<file path="config.mk">
export PLATFORM = sky130hd
export DESIGN_NAME = booth_mult_seq
export DESIGN_NICKNAME = d
export VERILOG_FILES = /design/src/rtl/mult_pkg.sv /design/src/rtl/booth_step.sv /design/src/rtl/booth_mult_seq.sv
export SDC_FILE = /design/constraint.sdc
export NUM_CORES = 1
export LEC_CHECK = 0
export BUFFER_PORTS_ARGS = -buffer_cell sky130_fd_sc_hd__buf_2
export CORE_MARGIN = 2
export CORE_UTILIZATION = 58
export CTS_CLUSTER_SIZE = 20
export DETAILED_ROUTE_END_ITERATION = 16
export PLACE_DENSITY_LB_ADDON = 0.2
export SETUP_SLACK_MARGIN = 0.15
export SLEW_MARGIN = 20
export SYNTH_ARGS = -nofsm -noshare
export SYNTH_HDL_FRONTEND = slang
export SYNTH_SLANG_ARGS = --single-unit
</file>
<file path="constraint.sdc">
create_clock -name clk -period 4.7 [get_ports clk]
set_input_delay 0.235 -clock clk [delete_from_list [all_inputs] [get_ports clk]]
set_output_delay 0.235 -clock clk [all_outputs]
set_load 0.1 [all_outputs]
</file>
<file path="src/rtl/mult_pkg.sv">
// Shared definitions for the sequential Booth multiplier.
//   mult_state_e : controller states (IDLE, LOAD, ITER, DONE)
//   BOOTH_ADD/SUB: {Q[0], q_1} pair codes that select add or subtract of M
package mult_pkg;

  typedef enum logic [1:0] {
    IDLE = 2'b00,
    LOAD = 2'b01,
    ITER = 2'b10,
    DONE = 2'b11
  } mult_state_e;

  localparam logic [1:0] BOOTH_ADD = 2'b01;
  localparam logic [1:0] BOOTH_SUB = 2'b10;

endpackage

</file>
<file path="src/rtl/booth_step.sv">
// One combinational radix-2 Booth iteration: add/subtract/keep M into A,
// then arithmetic right shift of {A, Q, q_1} by one bit.
// Ports:
//   a_in   [W+1:0] partial accumulator A (two guard bits, never overflows)
//   q_in   [W:0]   multiplier/low-product register Q
//   q1_in          previously shifted-out multiplier bit
//   m_in   [W:0]   extended multiplicand M (W+1 bits, signed view)
//   a_out, q_out, q1_out : register values after this iteration
module booth_step
  import mult_pkg::*;
#(
  parameter int W = 32
) (
  input  logic [W+1:0] a_in,
  input  logic [W:0]   q_in,
  input  logic         q1_in,
  input  logic [W:0]   m_in,
  output logic [W+1:0] a_out,
  output logic [W:0]   q_out,
  output logic         q1_out
);

  logic [W+1:0] m_sx;
  logic [W+1:0] sum;

  always_comb begin
    m_sx = {m_in[W], m_in};
    case ({q_in[0], q1_in})
      BOOTH_ADD: sum = a_in + m_sx;
      BOOTH_SUB: sum = a_in - m_sx;
      default:   sum = a_in;
    endcase
    // Arithmetic shift: A's MSB is replicated, A's LSB moves into Q.
    a_out  = {sum[W+1], sum[W+1:1]};
    q_out  = {sum[0], q_in[W:1]};
    q1_out = q_in[0];
  end

endmodule

</file>
<file path="src/rtl/booth_mult_seq.sv">
// Sequential radix-2 Booth multiplier with start/busy/done handshake.
// Handshake: start is sampled only in IDLE; busy is high in LOAD and ITER;
// done pulses for exactly one cycle in DONE while product is already valid.
// product holds its value until the next DONE entry (or reset).
// Ports:
//   clk, reset           : rising-edge clock, synchronous active-high reset
//   start                : job request (ignored unless IDLE)
//   signed_a, signed_b   : 1 = operand is two's complement, 0 = unsigned
//   a, b       [W-1:0]   : multiplicand, multiplier
//   busy, done           : status (state-decoded, never both high)
//   product    [2W-1:0]  : result
//   dbg_state            : current controller state
module booth_mult_seq
  import mult_pkg::*;
#(
  parameter int W = 32
) (
  input  logic           clk,
  input  logic           reset,
  input  logic           start,
  input  logic           signed_a,
  input  logic           signed_b,
  input  logic [W-1:0]   a,
  input  logic [W-1:0]   b,
  output logic           busy,
  output logic           done,
  output logic [2*W-1:0] product,
  output mult_state_e    dbg_state
);

  localparam int CW = $clog2(W + 2);

  mult_state_e    state_q,   state_d;
  logic [CW-1:0]  cnt_q,     cnt_d;
  logic [W:0]     m_q,       m_d;
  logic [W:0]     mb_q,      mb_d;
  logic [W+1:0]   acc_q,     acc_d;
  logic [W:0]     q_q,       q_d;
  logic           q1_q,      q1_d;
  logic [2*W-1:0] product_q, product_d;

  logic [W+1:0]   step_a;
  logic [W:0]     step_q;
  logic           step_q1;

  booth_step #(.W(W)) u_step (
    .a_in   (acc_q),
    .q_in   (q_q),
    .q1_in  (q1_q),
    .m_in   (m_q),
    .a_out  (step_a),
    .q_out  (step_q),
    .q1_out (step_q1)
  );

  always_comb begin
    state_d   = state_q;
    cnt_d     = cnt_q;
    m_d       = m_q;
    mb_d      = mb_q;
    acc_d     = acc_q;
    q_d       = q_q;
    q1_d      = q1_q;
    product_d = product_q;
    case (state_q)
      IDLE: begin
        if (start) begin
          // One extension bit lets every mode run as a signed (W+1)-bit multiply.
          m_d     = {signed_a & a[W-1], a};
          mb_d    = {signed_b & b[W-1], b};
          state_d = LOAD;
        end
      end
      LOAD: begin
        acc_d   = '0;
        q_d     = mb_q;
        q1_d    = 1'b0;
        cnt_d   = '0;
        state_d = ITER;
      end
      ITER: begin
        acc_d = step_a;
        q_d   = step_q;
        q1_d  = step_q1;
        // Counter runs 0..W, giving W+1 iterations over the extended multiplier.
        if (cnt_q == CW'(W)) begin
          product_d = {step_a[W-2:0], step_q};
          state_d   = DONE;
        end else begin
          cnt_d = cnt_q + CW'(1);
        end
      end
      DONE: begin
        state_d = IDLE;
      end
      default: begin
        state_d = IDLE;
      end
    endcase
  end

  always_ff @(posedge clk) begin
    if (reset) begin
      state_q   <= IDLE;
      cnt_q     <= '0;
      m_q       <= '0;
      mb_q      <= '0;
      acc_q     <= '0;
      q_q       <= '0;
      q1_q      <= 1'b0;
      product_q <= '0;
    end else begin
      state_q   <= state_d;
      cnt_q     <= cnt_d;
      m_q       <= m_d;
      mb_q      <= mb_d;
      acc_q     <= acc_d;
      q_q       <= q_d;
      q1_q      <= q1_d;
      product_q <= product_d;
    end
  end

  assign busy      = (state_q == LOAD) || (state_q == ITER);
  assign done      = (state_q == DONE);
  assign product   = product_q;
  assign dbg_state = state_q;

endmodule

</file>
-- After elaboration in Yosys (flattened, before gate mapping)
Cells that the tools add are included.
- logic and storage cells: 38
- bits of input ports: 69
- bits in registers: 206
- output and inout port bits: 68
- $add $sub $neg: 3
- equality and inequality tests: 9
- mux-type cells: 9
- reduce and logical (&&, ||, !) cells: 7
- bitwise operators: 2
- operators by type and width (cell ; count):
    34-bit case mux with 2 select lines ; 2
    33-bit case mux with 2 select lines ; 1
    34-bit adder ; 1
    34-bit subtractor ; 1
    6-bit case mux with 2 select lines ; 1
    2-bit case mux with 4 select lines ; 1
    2-bit AND reduction ; 4
    6-bit by 1-bit adder with 6-bit output (second input constant) ; 1
    2-bit == test (second input constant) ; 3
    6-bit == test (second input constant) ; 1
    6-bit 2-to-1 mux ; 1
    2-bit inequality test (second input constant) ; 3
    2-bit by 1-bit == test with 1-bit output (second input constant) ; 2
    2-bit 2-to-1 mux ; 2
    1-bit AND ; 2
    2-bit logical NOT ; 1
    1-bit case mux with 2 select lines ; 1
    2-bit nonzero test ; 1
    1-bit logical OR ; 1

-- Longest topological paths before layout
Gate-level depths: netlist (run 1).
- depth in word-level cells: 3
- depth in mapped cells: 19
- mapped depth without buffers: 18

-- By module
From an unflattened synthesis (run 1), not the netlist that was laid out.
- cells, all modules: 1432
- area total of the unflattened synthesis: 11075.6 um2
- by module, submodules not included (module ; instances ; area an instance (um2) ; cells each ; sequential area each (um2)):
    booth_mult_seq ; 1 ; 7732.4 ; 927 ; 4124.0
    booth_step ; 1 ; 3343.2 ; 505 ; 0.0

-- Worst setup path after synthesis (run 1)
No wires, ideal clock.
- path kind: register to register
- start: register m_q[7]
- end: register acc_q[32]
- arrival time: 3.786 ns
- clock period less this slack: 3.903 ns
- slack: 0.797 ns
- stages on the path, launching flop included: 17
- setup time: 0.116 ns
- path buffers: 1
- data required time: 4.584 ns
- path through: dfxtp_1 > or4_1 > nor4_4 > a21oi_1 > nor2_1 > o21ai_0 > xnor2_1 > ha_1 > clkbuf_1 > a21o_1 > a31o_2 > a32o_1 > a211oi_1 > and4bb_2 > a211oi_2 > xor2_1 > nor2_1
- word-level cells in the longest chain between the ends: 3
- elaborated cells on any way between the ends: 4
- those cells by class: 2 x add/sub; 2 x mux
- RTL lines (what ; RTL line ; RTL):
    start, declared ; booth_mult_seq.sv:35 ; logic [W:0] m_q, m_d;
    start signal, assigned ; booth_mult_seq.sv:115 ; m_q <= m_d;
    34-bit subtractor / 34-bit adder (equally long branches) ; booth_step.sv:30, booth_step.sv:29 ;
    34-bit case mux with 2 select lines * ; booth_step.sv:28 ; case ({q_in[0], q1_in})
    34-bit case mux with 2 select lines * ; booth_mult_seq.sv:65 ; case (state_q)
    end signal, assigned ; booth_mult_seq.sv:108 ; acc_q <= '0;
    end signal, assigned ; booth_mult_seq.sv:117 ; acc_q <= acc_d;
    end, declared ; booth_mult_seq.sv:37 ; logic [W+1:0] acc_q, acc_d;
Mark *: on every way between the ends. The rest lies on a longest branch, timed or not.
A chain may end at the register's enable or synchronous reset.

-- Worst setup path after layout (run 1)
- start: register m_q[0]
- end: register product_q[61] (netlist: product[61])
- word-level cells in the longest chain between the ends: 2
- elaborated cells on any way between the ends: 3
- those cells by class: 2 x add/sub; 1 x mux
- RTL lines (what ; RTL line ; RTL):
    34-bit subtractor / 34-bit adder (equally long branches) ; booth_step.sv:30, booth_step.sv:29 ;
    34-bit case mux with 2 select lines * ; booth_step.sv:28 ;
    end signal, assigned ; booth_mult_seq.sv:120 ; product_q <= product_d;
    end, declared ; booth_mult_seq.sv:40 ; logic [2*W-1:0] product_q, product_d;
Marks and branches as above.

==> flow_metrics.env, run 1 <==
export IMPL_status="complete, no violations"
export IMPL_layout_common_cells="nand2_1, dfxtp_1, a21oi_1"
export IMPL_timing_final_hold_violations=0
export IMPL_num_antenna_cells=0
export IMPL_yosys_cell_types_count=63
export IMPL_drt_initial_drc_count=542
export IMPL_wl_met1_microns=11700
export IMPL_die_h_microns=137
export IMPL_antenna_found_initial=0
export IMPL_cts_max_path_buffers=3
export IMPL_min_period_ns=4.26
export IMPL_whs_path_depth=3
export IMPL_required_ns=5.03
export IMPL_drv_slew=0
export IMPL_port_buffers=136
export IMPL_wire_per_inst_microns=15.5
export IMPL_yosysSeqAreaShare_pct=40.0
export IMPL_layout_commonest_cell="nand2_1"
export IMPL_areaGrowthSynthToFinish_pct=20.6
export IMPL_core_sq_um=17300
export IMPL_dr_wl_met2_microns=12700
export IMPL_rsz0062_at_grt="false"
export IMPL_crit_type="flip-flop to flip-flop"
export IMPL_clk_latency_ns=0.50
export IMPL_grt_overflow=0
export IMPL_row_count=48
export IMPL_first_global_vias=8916
export IMPL_syn_area_per_cell_sq_um=7.95
export IMPL_drive_above_1_share_pct=14.5
export IMPL_yosys_area_top_type_share_pct=40.0
export IMPL_root_buffer="clkbuf_16"
export IMPL_ant_nets=0
export IMPL_critical_path_max_stage_delay_ns=0.61
export IMPL_synth_cells=1292
export IMPL_die_area_sq_um=18800
export IMPL_total_power_mw=6.82
export IMPL_synthArstFlopShare_pct=0
export IMPL_fmax_mhz=235
export IMPL_cts_buffers=22
export IMPL_synth_top_flop_cell="dfxtp_1"
export IMPL_first_pass_iters=7
export IMPL_cts_resized_gates=0
export IMPL_timing_hold_ws_ns=0.0143
export IMPL_dp_final_hpwl_microns=17000
export IMPL_globalRouteTotalUtil_pct=27.6
export IMPL_hp_class="input pin to flip-flop"
export IMPL_worstPathMaxFanout=8
export IMPL_layout_nets=1558
export IMPL_arrival_ns=4.59
export IMPL_totalWireLength_microns=26200
export IMPL_routed_via_density=5.61
export IMPL_synth_nets=1404
export IMPL_setup_viol=0
export IMPL_synth_enable_flop_cells=0
export IMPL_critical_path_buf_inv_count=1
export IMPL_synth_warnings=0
export IMPL_post_dp_cell_area_sq_um=11100
export IMPL_p_leak_nw=4.96
export IMPL_cp_common_cell="a21oi_1"
export IMPL_gp_congestion=0.899
export IMPL_cts_num_sinks=205
export IMPL_drc=0
export IMPL_synth_seq_cells=205
export IMPL_worst_pin_slew_ns=0.999
export IMPL_ys_top_cells_by_area="dfxtp_1, nand2_1, a21oi_1"
export IMPL_cp_num_cells=15
export IMPL_grt_max_degree=132
export IMPL_via_count=9466
export IMPL_path_delay_family="compound AO/OA/AOI/OAI gates"
export IMPL_slew_limit_headroom_pct=33.4
export IMPL_ir_drop_v=0.000390
export IMPL_finalInstanceArea_sq_um=12400
export IMPL_maxCapViolCount=0
export IMPL_die_w_microns=137
export IMPL_h_tree_depth=1
export IMPL_startpoint_type="flip-flop"
export IMPL_num_io_pins=137
export IMPL_syn_area_sq_um=10300
export IMPL_crit_path_end_kind="flip-flop"
export IMPL_rr_worst_depth=15
export IMPL_synth_area_leader_cell="dfxtp_1"
export IMPL_wl_met3_microns=1210
export IMPL_clk_pin_slew_ns=0.06
export IMPL_path_cells="nor4_1, nor4b_4, buf_4, a21oi_1, xnor2_1, ha_1, nand2_1, nor3_1, nor3_1, a21oi_1, o31a_1, a21oi_1, o311ai_0, mux2i_1, a211oi_1"
export IMPL_fin_setup_tns_ns=0
export IMPL_cts_tree="done"
export IMPL_clock_skew_ns=0.00975
export IMPL_highest_layer="met4"
export IMPL_layout_worst_path_cycle_share_pct=90.6
export IMPL_cp_slowest_cell="nor4_1"
export IMPL_grt_pass1_wl_microns=42500
export IMPL_start_util_pct=59.4
export IMPL_power_density_nw_per_um2=551
cell type report:
type	count	area, sq um
Clock buffer	33	653
Clock inverter	6	55.1
Fill cell	1392	4910
Inverter	30	113
Multi-Input combinational cell	973	5760
Sequential cell	205	4100
Tap cell	225	282
Timing Repair Buffer	214	1430
state kept, by name, indices dropped and copies added, names as in the netlist:
register	flops
product	64
m_q	33
mb_q	33
acc_q	33
q1_q	1
q_q	33
dbg_state	2
cnt_q	6
power breakdown:
group / leakage, nW / internal [mW] / switching (mW)
clock network: 0.353 / 1.01 / 0.687
logic: 2.94 / 1.12 / 1.87
registers: 1.67 / 1.95 / 0.182
kinds of logic (layout without fill, tap and decap cells):
group	count (synthesis)	count (layout)	synth area share, %
simple gates	470	470	19.7
compound gates	351	351	21.0
flops	205	205	40.0
buf+inv	114	283	4.18
xor+xnor	65	65	5.54
mux	44	44	4.31
fa+ha+maj	43	43	5.31
synth_stat cells (all sizes together) (6+ instances only):
library cell / count
o21ai: 50
clkbuf: 76
a32oi: 6
nor2: 130
o21a: 7
nor4: 7
nand2: 252
xnor2: 50
mux2i: 42
a21oi: 159
xor2: 15
nor3: 24
a22o: 7
inv: 30
a21o: 17
buf: 8
ha: 42
a211oi: 50
dfxtp: 205
nand3: 13
a22oi: 11
a31oi: 9
worst reg2reg max path, stage by stage, from the launching register on:
cell and delay, ns:
dfxtp_1 0.34, nor4_1 0.61, nor4b_4 0.30, buf_4 0.19
a21oi_1 0.08, xnor2_1 0.14, ha_1 0.37, nand2_1 0.15
nor3_1 0.21, nor3_1 0.09, a21oi_1 0.31, o31a_1 0.24
a21oi_1 0.16, o311ai_0 0.50, mux2i_1 0.29, a211oi_1 0.10
metal layers:
layer	vias up	track usage, %
met5	-	0
met4	0	7.56
met3	52	3.70
met2	246	48.2
met1	4378	35.7
li1	4790	-
final timing paths:
| path | end | slack (ns) | from |
|---|---|---|---|
| max | product[61]$_SDFFE_PP0P_ | 0.44 | m_q[0]$_SDFFE_PP0P_ |
| max reg2reg | product[61]$_SDFFE_PP0P_ | 0.44 | m_q[0]$_SDFFE_PP0P_ |
| min reg2reg | product[7]$_SDFFE_PP0P_ | 0.45 | product[7]$_SDFFE_PP0P_ |
| min | mb_q[31]$_SDFFE_PP0P_ | 0.01 | b[31] |
stage by stage:
stage,std cells,util (%),setup slack [ns]
final,1686,71.6,0.442
after global routing,1686,71.6,0.211
after CTS,1685,71.6,0.442
after detailed placement,1585,64.0,0.475
after global placement,1585,64.0,0.605
after floorplan,1292,-,0.797
repair_timing:
item	4_1_cts	5_1_grt
endpoints found under the hold margin	61	0
hold buffers	61	0
buffers inserted	0	1
setup endpoints to repair	0	8
Power figures use the tool's default switching activity.
==> run 2: changes to the inputs <==
--- a/config.mk
+++ b/config.mk
@@ -7,7 +7,7 @@
 export LEC_CHECK = 0
 export BUFFER_PORTS_ARGS = -buffer_cell sky130_fd_sc_hd__buf_2
 export CORE_MARGIN = 2
-export CORE_UTILIZATION = 58
+export CORE_UTILIZATION = 59
 export CTS_CLUSTER_SIZE = 20
 export DETAILED_ROUTE_END_ITERATION = 16
 export PLACE_DENSITY_LB_ADDON = 0.2
@@ -15,4 +15,5 @@
 export SLEW_MARGIN = 20
 export SYNTH_ARGS = -nofsm -noshare
 export SYNTH_HDL_FRONTEND = slang
+export SYNTH_HIERARCHICAL = 1
 export SYNTH_SLANG_ARGS = --single-unit
==> flow_metrics.env, run 2 <==
export IMPL_status="complete, no violations"
export IMPL_ys_top_cells_by_area="dfxtp_1, nand2_1, a21oi_1"
export IMPL_total_power_mw=6.77
export IMPL_antenna_found_initial=1
export IMPL_die_h_microns=141
export IMPL_fin_setup_tns_ns=0
export IMPL_rsz0062_at_grt="true"
export IMPL_routed_via_density=5.75
export IMPL_drv_slew=0
export IMPL_post_dp_cell_area_sq_um=11500
export IMPL_via_count=10300
export IMPL_synth_enable_flop_cells=0
export IMPL_clkPwrFrac_pct=26.5
export IMPL_required_ns=5.15
export IMPL_yosysMostFrequentCell="nand2_1"
export IMPL_core_sq_um=18600
export IMPL_synth_top_flop_cell="dfxtp_1"
export IMPL_layout_common_cells="nand2_1, a21oi_1, dfxtp_1"
export IMPL_largest_reg_flops=64
export IMPL_arrival_ns=4.78
export IMPL_first_global_vias=9565
export IMPL_num_io_pins=137
export IMPL_areaGrowthSynthToFinish_pct=16.3
export IMPL_dp_final_hpwl_microns=18300
export IMPL_setup_viol=0
export IMPL_synth_cells=1432
export IMPL_drt_initial_drc_count=876
export IMPL_crit_path_end_kind="flip-flop"
export IMPL_synth_seq_cells=206
export IMPL_rr_worst_depth=17
export IMPL_gp_congestion=1.00
export IMPL_maxCapViolCount=0
export IMPL_power_density_nw_per_um2=525
export IMPL_h_tree_depth=1
export IMPL_hp_class="input pin to flip-flop"
export IMPL_postCtsSetupRepairBufs=0
export IMPL_cts_tree="done"
export IMPL_min_period_ns=4.33
export IMPL_fillers=1536
export IMPL_synthTopCellsByCount="nand2_1, a21oi_1, dfxtp_1"
export IMPL_internal_power_mw=4.12
export IMPL_p_switching_mw=2.65
export IMPL_synth_warnings=6
export IMPL_globalRouteTotalUtil_pct=28.0
export IMPL_synthArstFlopShare_pct=0
export IMPL_synth_area_leader_cell="dfxtp_1"
export IMPL_finalInstanceArea_sq_um=12900
export IMPL_worst_slack_ns=0.368
export IMPL_drive_above_1_share_pct=13.7
export IMPL_syn_area_per_cell_sq_um=7.73
export IMPL_crit_type="flip-flop to flip-flop"
export IMPL_grt_pass1_wl_microns=46700
export IMPL_cts_max_path_buffers=3
export IMPL_cts_num_sinks=206
export IMPL_startpoint_type="flip-flop"
export IMPL_slew_limit_headroom_pct=27.5
export IMPL_startpoint="m_q[12]$_SDFFE_PP0P_"
export IMPL_die_w_microns=141
export IMPL_layout_worst_path_cycle_share_pct=92.2
export IMPL_die_area_sq_um=19900
export IMPL_rr_endpoint="acc_q[30]$_SDFFE_PP0P_"
export IMPL_synth_nets=1544
export IMPL_layout_nets=1647
export IMPL_drc=0
export IMPL_yosys_area_top_type_share_pct=37.2
export IMPL_start_util_pct=59.6
export IMPL_r2r_start="m_q[12]$_SDFFE_PP0P_"
export IMPL_ir_drop_v=0.000316
export IMPL_swShare_pct=39.1
export IMPL_layout_commonest_cell="nand2_1"
export IMPL_grt_overflow=0
export IMPL_port_buffers=136
export IMPL_clk_latency_ns=0.52
export IMPL_p_leak_nw=4.97
export IMPL_wire_per_inst_microns=16.0
export IMPL_p_seq_share_pct=31.5
export IMPL_yosysSeqAreaShare_pct=37.2
export IMPL_grt_max_degree=103
export IMPL_yosys_cell_types_count=66
export IMPL_worstPathMaxFanout=8
export IMPL_p_comb_share_pct=42.0
export IMPL_worst_pin_slew_ns=1.09
export IMPL_first_pass_iters=6
export IMPL_ant_nets=0
export IMPL_root_buffer="clkbuf_16"
export IMPL_fmax_mhz=231
export IMPL_clk_pin_slew_ns=0.06
export IMPL_clock_skew_ns=0.0133
export IMPL_dp_slack_ns=0.383
export IMPL_r2r_setup_slack_ns=0.37
export IMPL_timing_final_hold_violations=0
export IMPL_cts_buffers=22
export IMPL_row_count=50
export IMPL_totalWireLength_microns=28500
export IMPL_endpoint="acc_q[30]$_SDFFE_PP0P_"
export IMPL_syn_area_sq_um=11100
## run 2: worst min path at each step
stage	from	cells after the start	endpoint	slack, ns
after global placement	product[43]$_SDFFE_PP0P_	2	product[43]$_SDFFE_PP0P_	0.44
after global routing	a[17]	3	m_q[17]$_SDFFE_PP0P_	0.03
after CTS	a[17]	3	m_q[17]$_SDFFE_PP0P_	0.007
after detailed placement	product[56]$_SDFFE_PP0P_	2	product[56]$_SDFFE_PP0P_	0.44
final	a[17]	3	m_q[17]$_SDFFE_PP0P_	0.02
after floorplan	b[0]	2	mb_q[0]$_SDFFE_PP0P_	0.37
## run 2: kinds of logic (layout without fill, tap and decap cells)
family | count (synthesis) | count (layout) | share of synthesized area (%)
multiplexers | 36 | 36 | 3.25
flip-flops | 206 | 206 | 37.2
AND/OR/NAND/NOR | 556 | 556 | 22.9
other | 0 | 1 | 0
AO/OA/AOI/OAI | 381 | 381 | 20.2
buffers and inverters | 155 | 272 | 7.13
adder cells (fa/ha/maj) | 43 | 43 | 4.93
XOR/XNOR | 55 | 55 | 4.35
## run 2: what timing repair did
item / 4_1_cts / 5_1_grt
endpoints found under the hold margin: 62 / 0
hold buffers: 62 / 0
gates resized for setup: 0 / 6
endpoints found under the setup margin: 0 / 10
## run 2: through the flow
step / std cells / hold slack (ns) / utilization, %
floorplan: 1432 / 0.371 / -
global placement: 1683 / 0.439 / 61.9
detailed placement: 1683 / 0.443 / 61.9
CTS: 1783 / 0.00707 / 69.2
global route: 1784 / 0.0265 / 69.3
finish: 1784 / 0.0203 / 69.3
## run 2: cell type report
class / count / area (sq um) / share of cell area, %
Inverter: 21 / 78.8 / 0.612
Multi-Input combinational cell: 1071 / 6220 / 48.3
Clock inverter: 4 / 81.3 / 0.631
Sequential cell: 206 / 4120 / 32.0
Timing Repair Buffer: 213 / 1420 / 11.0
Clock buffer: 34 / 666 / 5.17
Tap cell: 234 / 293 / 2.27
Antenna cell: 1 / 2.50 / 0.0194
## run 2: critical path: stages, from the launching register on
cell and delay, ns:
dfxtp_1 0.33, or3_1 0.40, or3_1 0.39, or2_2 0.38, nor4_4 0.28, a21oi_1 0.14, xnor2_1 0.15, ha_2 0.41
and3_1 0.21, and2_1 0.18, and3_1 0.20, nand2_1 0.08, a211oi_1 0.31, a211oi_1 0.12, xor2_1 0.15, o21ai_0 0.24
nand3_1 0.11, a21oi_1 0.17
## run 2: per-layer routing
metal | routed length [microns] | global-route usage [%]
met1 | 13300 | 39.8
met2 | 12800 | 44.4
met3 | 1650 | 4.48
met4 | 726 | 7.79
met5 | 0 | 0
## run 2: power by group through the flow
stage          Combinational, mW  Clock (mW)  Sequential [mW]
2_1_floorplan               2.28           0             2.14
3_3_place_gp                2.70           0             2.16
3_5_place_dp                2.75           0             2.16
4_1_cts                     2.80        1.81             2.13
5_1_grt                     3.14        1.87             2.16
6_report                    2.84        1.79             2.13
==> run 3: changes to the inputs <==
--- a/config.mk
+++ b/config.mk
@@ -10,7 +10,9 @@
 export CORE_UTILIZATION = 59
 export CTS_CLUSTER_SIZE = 20
 export DETAILED_ROUTE_END_ITERATION = 16
+export HOLD_SLACK_MARGIN = 0.05
 export PLACE_DENSITY_LB_ADDON = 0.2
+export RECOVER_POWER = 25
 export SETUP_SLACK_MARGIN = 0.15
 export SLEW_MARGIN = 20
 export SYNTH_ARGS = -nofsm -noshare
==> flow_metrics.env, run 3 (synthesis results as in run 2) <==
export IMPL_status="complete, but fails checks"
export IMPL_violations="capacitance limit, slew limit"
export IMPL_die_w_microns=141
export IMPL_grt_max_degree=103
export IMPL_timing_final_hold_violations=0
export IMPL_power_density_nw_per_um2=528
export IMPL_clk_pin_slew_ns=0.06
export IMPL_layout_commonest_cell="nand2_1"
export IMPL_slew_limit_headroom_pct=-106
export IMPL_drv_slew=67
export IMPL_fmax_mhz=232
export IMPL_postCtsSetupRepairBufs=0
export IMPL_root_buffer="clkbuf_16"
export IMPL_h_tree_depth=1
export IMPL_die_area_sq_um=19900
export IMPL_fin_setup_tns_ns=0
export IMPL_areaGrowthSynthToFinish_pct=15.8
export IMPL_setup_viol=0
export IMPL_grt_overflow=0
export IMPL_arrival_ns=4.76
export IMPL_cts_buffers=22
export IMPL_first_pass_iters=6
export IMPL_crit_type="flip-flop to flip-flop"
export IMPL_cts_max_path_buffers=3
export IMPL_maxCapViolCount=1
export IMPL_startpoint="m_q[12]$_SDFFE_PP0P_"
export IMPL_gp_congestion=1.00
export IMPL_layout_worst_path_cycle_share_pct=91.8
export IMPL_whs_path_depth=3
export IMPL_ir_drop_v=0.000313
export IMPL_rsz0062_at_grt="true"
export IMPL_p_seq_share_pct=31.5
export IMPL_layout_common_cells="nand2_1, a21oi_1, dfxtp_1"
export IMPL_routed_via_density=5.75
export IMPL_drt_initial_drc_count=901
export IMPL_worstPathMaxFanout=8
export IMPL_cts_tree="done"
export IMPL_endpoint="acc_q[30]$_SDFFE_PP0P_"
export IMPL_cp_slowest_cell="ha_2"
export IMPL_p_comb_share_pct=42.0
export IMPL_clk_latency_ns=0.52
export IMPL_num_io_pins=137
export IMPL_rr_worst_depth=17
export IMPL_crit_path_end_kind="flip-flop"
export IMPL_core_sq_um=18600
export IMPL_min_period_ns=4.31
export IMPL_startpoint_type="flip-flop"
export IMPL_post_dp_cell_area_sq_um=11500
export IMPL_grt_pass1_wl_microns=46700
export IMPL_port_buffers=136
export IMPL_layout_nets=1650
export IMPL_wire_per_inst_microns=16.0
export IMPL_critical_path_max_stage_delay_ns=0.42
export IMPL_hp_class="input pin to flip-flop"
export IMPL_row_count=50
export IMPL_clkPwrFrac_pct=26.5
export IMPL_r2r_start="m_q[12]$_SDFFE_PP0P_"
export IMPL_internal_power_mw=4.12
export IMPL_cts_num_sinks=206
export IMPL_ant_nets=0
export IMPL_largest_reg_flops=64
export IMPL_p_leak_nw=4.68
export IMPL_antenna_found_initial=1
export IMPL_rr_endpoint="acc_q[30]$_SDFFE_PP0P_"
export IMPL_via_count=10300
export IMPL_worst_pin_slew_ns=3.09
export IMPL_drive_above_1_share_pct=9.34
export IMPL_globalRouteTotalUtil_pct=28.1
export IMPL_swShare_pct=39.1
export IMPL_r2r_setup_slack_ns=0.39
export IMPL_totalWireLength_microns=28500
export IMPL_p_switching_mw=2.65
export IMPL_start_util_pct=59.6
export IMPL_required_ns=5.15
export IMPL_dp_final_hpwl_microns=18300
export IMPL_finalInstanceArea_sq_um=12800
export IMPL_drc=0
export IMPL_first_global_vias=9617
export IMPL_path_cells="or3_1, or3_1, or2_2, nor4_4, a21oi_1, xnor2_1, ha_2, and3_1, and2_1, and3_1, nand2_1, a211oi_1, a211oi_1, xor2_1, o21ai_0, nand3_1, a21oi_1"
export IMPL_die_h_microns=141
export IMPL_clock_skew_ns=0.0130
## run 3: power by group through the flow
stage / clock (mW) / combinational [mW] / sequential [mW]
after floorplan: 0 / 2.28 / 2.14
after global placement: 0 / 2.70 / 2.16
after detailed placement: 0 / 2.75 / 2.16
after CTS: 1.81 / 2.80 / 2.13
after global routing: 1.87 / 3.14 / 2.16
final: 1.79 / 2.84 / 2.13
## run 3: final cells by class
class / instances / area, sq um
multi-input cells: 1071 / 6220
fillers: 1562 / 5750
flip-flops and latches: 206 / 4120
repair buffers: 216 / 1360
clock buffers: 34 / 666
well taps: 234 / 293
clock inverters: 4 / 81.3
inverters: 21 / 78.8
diodes: 1 / 2.50
## run 3: worst min-delay path by stage
stage / startpoint / endpoint / slack, ns
3_5_place_dp: product[56]$_SDFFE_PP0P_ / product[56]$_SDFFE_PP0P_ / 0.44
4_1_cts: a[11] / m_q[11]$_SDFFE_PP0P_ / 0.05
6_report: a[11] / m_q[11]$_SDFFE_PP0P_ / 0.06
5_1_grt: a[11] / m_q[11]$_SDFFE_PP0P_ / 0.06
3_3_place_gp: product[43]$_SDFFE_PP0P_ / product[43]$_SDFFE_PP0P_ / 0.44
2_1_floorplan: b[0] / mb_q[0]$_SDFFE_PP0P_ / 0.37
## run 3: critical path, delay by kind of cell, from the launching register on
kind            cells  cell delay, ns
fa+ha+maj           1            0.42
flops               1            0.33
xor+xnor            2            0.31
simple gates        9            2.25
compound gates      5            0.94
## run 3: through the flow
stage          utilization (%)  hold slack [ns]  cells  power, mW  setup slack [ns]
3_5_place_dp              61.9            0.443   1683       4.91             0.383
2_1_floorplan                -            0.371   1432       4.42             0.736
3_3_place_gp              61.9            0.439   1683       4.85             0.456
5_1_grt                   69.1           0.0556   1787       7.18             0.108
4_1_cts                   69.4           0.0533   1786       6.74             0.346
6_report                  69.1           0.0643   1787       6.77             0.388
## run 3: per-layer routing
| layer | wire length [microns] | vias up | GRT usage, % | share of wire, % |
|---|---|---|---|---|
| met2 | 12900 | 340 | 44.9 | 45 |
| met5 | 0 | - | 0 | 0 |
| met1 | 13100 | 4786 | 39.5 | 46 |
| met3 | 1830 | 50 | 4.55 | 6.4 |
| li1 | - | 5102 | - | - |
| met4 | 717 | 0 | 7.68 | 2.5 |
## run 3: repair_timing
item                                    CTS  global route
hold buffers                             65             0
gates resized for setup                   0             7
endpoints found under the setup margin    0            11
hold endpoints to repair                 65             0
